**config.mk**
```make
export PLATFORM = sky130hd
export DESIGN_NAME = cci_rd_req_scheduler
export DESIGN_NICKNAME = d
export VERILOG_FILES = /design/src/rtl/cci_rd_req_scheduler.sv
export SDC_FILE = /design/constraint.sdc
export NUM_CORES = 1
export LEC_CHECK = 0
export ABC_AREA = 1
export BUFFER_PORTS_ARGS = -buffer_cell sky130_fd_sc_hd__buf_2
export CAP_MARGIN = 15
export CORE_UTILIZATION = 32
export DETAILED_ROUTE_END_ITERATION = 8
export GPL_ROUTABILITY_DRIVEN = 1
export SETUP_SLACK_MARGIN = 0.5
export SLEW_MARGIN = 20
export SYNTH_ARGS = -nofsm -noshare
export SYNTH_HDL_FRONTEND = slang
export SYNTH_SLANG_ARGS = --single-unit
```
**constraint.sdc**
```tcl
create_clock -name Clk -period 11.71 [get_ports Clk]
set_clock_uncertainty 0.2 [all_clocks]
set_input_delay 1.171 -clock Clk [delete_from_list [all_inputs] [get_ports Clk]]
set_output_delay 1.171 -clock Clk [all_outputs]
set_load 0.03 [all_outputs]
```
**src/rtl/cci_rd_req_scheduler.sv**
```systemverilog
// cci_rd_req_scheduler: credit-throttled c0 line-read sequencer for a CCI-P copy/filter AFU.
// Optional statistics counters are built only when CCI_RD_SCHED_STATS_EN is defined.
module cci_rd_req_scheduler #(
    parameter int ADDR_WIDTH      = 42,
    parameter int CNT_WIDTH       = 32,
    parameter int MDATA_WIDTH     = 16,
    parameter int MAX_OUTSTANDING = 62
) (
    input  logic                   Clk,
    input  logic                   Resetb,
    input  logic                   start,
    input  logic                   abort,
    input  logic [ADDR_WIDTH-1:0]  src_addr,
    input  logic [CNT_WIDTH-1:0]   num_lines,
    input  logic                   c0TxAlmFull,
    input  logic                   c1TxAlmFull,
    input  logic                   wr_fifo_almFull,
    input  logic                   wr_rsp_valid,
    input  logic [1:0]             wr_rsp_cl_num,
    output logic                   rd_req_valid,
    output logic [ADDR_WIDTH-1:0]  rd_req_addr,
    output logic [MDATA_WIDTH-1:0] rd_req_mdata,
    output logic                   busy,
    output logic                   done,
    output logic [CNT_WIDTH-1:0]   lines_issued,
    output logic [7:0]             outstanding,
    output logic                   err,
    output logic [31:0]            stall_cycles,
    output logic [63:0]            run_cycles
);
    localparam logic [7:0] MAX_OUT = 8'(MAX_OUTSTANDING);

    typedef enum logic [1:0] {IDLE, RUN, DRAIN, DONE} state_t;
    state_t state, state_nxt;

    logic [CNT_WIDTH-1:0]  idx, n_lines;
    logic [ADDR_WIDTH-1:0] base;
    logic                  accept, pending, issue, retire_en, under;
    logic [2:0]            retire_lines;
    logic [8:0]            out_sum;
    logic [7:0]            out_nxt;

    assign accept    = state == IDLE && start;
    assign pending   = idx < n_lines;
    assign issue     = state == RUN && !abort && pending && !c0TxAlmFull && !c1TxAlmFull
                       && !wr_fifo_almFull && outstanding < MAX_OUT;
    assign retire_en = wr_rsp_valid && (state == RUN || state == DRAIN);
    // cl_num 2 is illegal; it still retires one line so the credit count stays conservative
    assign retire_lines = !retire_en ? 3'd0 : wr_rsp_cl_num == 2'd3 ? 3'd4 :
                          wr_rsp_cl_num == 2'd1 ? 3'd2 : 3'd1;
    assign out_sum   = {1'b0, outstanding} + {8'd0, issue};
    assign under     = out_sum < {6'd0, retire_lines};
    assign out_nxt   = under ? 8'd0 : 8'(out_sum - {6'd0, retire_lines});

    assign busy         = state != IDLE;
    assign done         = state == DONE;
    assign lines_issued = idx;

    always_comb begin
        state_nxt = state;
        case (state)
            IDLE:    state_nxt = start ? (num_lines == '0 ? DONE : RUN) : IDLE;
            RUN:     state_nxt = (abort || !pending) ? ((!abort && outstanding == 8'd0) ? DONE : DRAIN) : RUN;
            DRAIN:   state_nxt = outstanding == 8'd0 ? DONE : DRAIN;
            default: state_nxt = IDLE;
        endcase
    end

    always_ff @(posedge Clk or negedge Resetb) begin
        if (!Resetb) begin
            state        <= IDLE;
            idx          <= '0;
            n_lines      <= '0;
            base         <= '0;
            outstanding  <= 8'd0;
            err          <= 1'b0;
            rd_req_valid <= 1'b0;
            rd_req_addr  <= '0;
            rd_req_mdata <= '0;
        end else begin
            state        <= state_nxt;
            rd_req_valid <= issue;
            if (accept) begin
                base        <= src_addr;
                n_lines     <= num_lines;
                idx         <= '0;
                outstanding <= 8'd0;
                err         <= 1'b0;
            end else begin
                if (issue) begin
                    rd_req_addr  <= base + ADDR_WIDTH'(idx);
                    rd_req_mdata <= idx[MDATA_WIDTH-1:0];
                    idx          <= idx + 1'b1;
                end
                outstanding <= out_nxt;
                if (retire_en && (under || wr_rsp_cl_num == 2'd2))
                    err <= 1'b1;
            end
        end
    end

`ifdef CCI_RD_SCHED_STATS_EN
    always_ff @(posedge Clk or negedge Resetb) begin
        if (!Resetb) begin
            stall_cycles <= '0;
            run_cycles   <= '0;
        end else if (accept) begin
            stall_cycles <= '0;
            run_cycles   <= '0;
        end else begin
            if (state == RUN && pending && !issue && stall_cycles != '1)
                stall_cycles <= stall_cycles + 1'b1;
            if (state == RUN || state == DRAIN)
                run_cycles <= run_cycles + 1'b1;
        end
    end
`else
    assign stall_cycles = '0;
    assign run_cycles   = '0;
`endif

endmodule

```
==> impl_metrics.tcl <==
set metrics [dict create \
    dr.pass1.iters 5 \
    n_antenna_cell 0 \
    route.vias.total 11910 \
    post_cts_buffers 0 \
    drv_cap 0 \
    crit_fanout 64 \
    initial_utilization_pct 32.72 \
    rsz0062_at_grt "no" \
    synthTopCellsByArea "dfrtp_1 34%, nand2_1 18%, inv_1 7.4%" \
    regArea_mm2 0.004404 \
    grt_start_max_net_pins 107 \
    drt-vias-per-instance 4.622 \
    layout-drive-gt1-share_pct 11.74 \
    core_mm2 0.04001 \
    grt_pass1_wl_um 63290 \
    synth_edf_count 0 \
    gp_congestion 0.9190 \
    clock.fmax_mhz 191.3 \
    drc_errors 0 \
    synth_top_cell_by_area "dfrtp_1" \
    die_h_um 204.2 \
    syn_inst 1885 \
    final_nets 2198 \
    finalHoldViolations 0 \
    finalCritPeriodShare_pct 44.63 \
    crit_arrival_ns 5.38 \
    setup_ws_ns 6.483 \
    path_class "flop to flop" \
    multiInputGateArea_mm2 0.007038 \
    root_buffer "clkbuf_16" \
    synth_most_common_cell "nand2_1" \
    die_x_um 204.2 \
    cts_buffer_depth 2 \
    cts_tree "done" \
    netlist_area_mm2 0.01309 \
    setup_viol 0 \
    pre_cts_slack_ns 6.261 \
    drt_iter0_markers 776 \
    peakVddDrop_mv 0.1116 \
    fin_area_mm2 0.01462 \
    slew_headroom_pct 37.17 \
    ios 282 \
    async_flop_share_pct 100.0 \
    port-buffer-count 185 \
    die_area_mm2 0.04172 \
    wire_per_inst_um 15.72 \
    cp-end-kind "flop" \
    clk_pin_slew_ns 0.07 \
    path_cells "ha_1 -> a21oi_1 -> o21ai_0 -> a21oi_1 -> nand2_1 -> nand2_2 -> nand3_2 -> nor2_8 -> ha_1 -> ha_1 -> xor2_1 -> ha_1 -> nand2_1 -> nor2_1 -> a211oi_1 -> nand4_1 -> nor2_1 -> nand2_1 -> nand2_2 -> inv_1 -> nand2_1 -> inv_1" \
    ys_warn_count 0 \
    p_leak_nw 8.049 \
    ctsResizeCount 0 \
    synth_seq_cells 176 \
    slowest_delay_ns 0.69 \
    dpl-instance-area_mm2 0.01405 \
    area_growth_pct 11.70 \
    synth_flop_cell "dfrtp_1" \
    worstPathRequired_ns 11.86 \
    hold_path.class "flop to flop" \
    synth_top_area_share_pct 33.65 \
    report.final.slew_viol_count 0 \
    grt_antenna_before_repair 1 \
    ant_nets 0 \
    ys_seq_area_share_pct 33.65 \
    cp_top_family "simple AND/OR/NAND/NOR gates" \
    fin_crit_ns 5.227 \
    synthTopCellsByCount "620 x nand2_1, 258 x inv_1, 176 x dfrtp_1, 145 x nand3_1, 144 x nor2_1" \
    critPathLaunchType "flop" \
    tightestPinTransition_ns 0.9425 \
    tns_ns 0 \
    overflow 0 \
    rows 73 \
    cts_hold_buf 0 \
    drt_wl_total_um 40510 \
    h-tree-depth 4 \
    dp_hpwl_um 31280 \
    numCtsBuffers 17 \
    track_usage_pct 19.71 \
    cp.buffers_inverters 2 \
    synth.distinct_cells 41 \
    power_density_mw_per_mm2 196.8 \
    crit_slowest_cell "nor2_8" \
    insertion_delay_ns 0.46 \
    postSynthAreaPerCell_um2 6.944 \
    status "finished, final reports clean" \
    grt_pass1_vias 11471 \
    n_fill_cell 4446 \
    cts.sinks 176 \
]
==> layout make-up <==
type	instances	area share (%)
Inverter	260	6.709
Timing Repair Buffer	190	6.658
Multi-Input combinational cell	1394	48.14
Tap cell	525	4.493
Sequential cell	176	30.12
Clock inverter	15	0.9671
Clock buffer	17	2.910
==> cells in the final DEF, fill, tap and decap left out, types with 54 or more instances in the layout <==
cell type / synthesis / layout
nand2_1: 620 / 619
inv_1: 258 / 257
ha_1: 73 / 73
o21ai_0: 54 / 54
conb_1: 1 / 96
dfrtp_1: 176 / 176
o21bai_1: 63 / 63
nand3_1: 145 / 145
buf_2: 9 / 184
nor2_1: 144 / 144
==> stage by stage <==
step | hold slack [ns] | instances | power [mW] | util, %
3_5_place_dp | 0.2695 | 2545 | 2.327 | 35.12
3_3_place_gp | 0.2693 | 2545 | 2.310 | 35.12
5_1_grt | 0.3162 | 2577 | 3.103 | 36.55
4_1_cts | 0.2929 | 2577 | 2.909 | 36.54
2_1_floorplan | 0.2492 | 1980 | 1.947 | -
6_report | 0.2897 | 2577 | 2.877 | 36.55
==> cell families (layout without fill, tap and decap cells) <==
logic type / Yosys count / count (layout) / share of synthesized area [%]
adder cells (fa/ha/maj): 75 / 75 / 7.284
other: 1 / 96 / 0.02865
buffers and inverters: 410 / 482 / 15.43
AO/OA/AOI/OAI: 172 / 172 / 8.001
XOR/XNOR: 61 / 61 / 4.082
flip-flops: 176 / 176 / 33.65
AND/OR/NAND/NOR: 990 / 990 / 31.53
==> state kept, by name (all words and copies together), names as in the netlist <==
name	count
base	42
rd_req_mdata	16
outstanding	8
lines_issued	32
n_lines	32
err	1
rd_req_valid	1
state	2
rd_req_addr	42
==> report_power, final <==
part           switching [mW]  internal, mW
Combinational           0.926         0.399
Clock                   0.285         0.282
Sequential              0.142         0.843
Total                    1.35          1.52
==> layer usage <==
layer  track usage [%]  wire (um)
met1             26.27      18040
met2             32.77      19570
met3             3.715       2381
met4             4.584        499
met5                 0         13
==> worst paths after layout <==
path	from	slack, ns	endpoint	cells after the start
min	base[23]	0.29	base[23]	2
max	lines_issued[11]	6.48	outstanding[2]	22
min reg2reg	base[23]	0.29	base[23]	2
max reg2reg	lines_issued[11]	6.48	outstanding[2]	22
min in group asynchronous	Resetb	0.48	rd_req_addr[5]	1
max in group asynchronous	Resetb	9.12	state[0]	3
==> worst min-delay path: stages, from the launching register on <==
cell and delay [ns]:
dfrtp_1 0.35, nand2_1 0.05, nand2_1 0.06
Note: power is estimated with default switching activity, not from simulation.
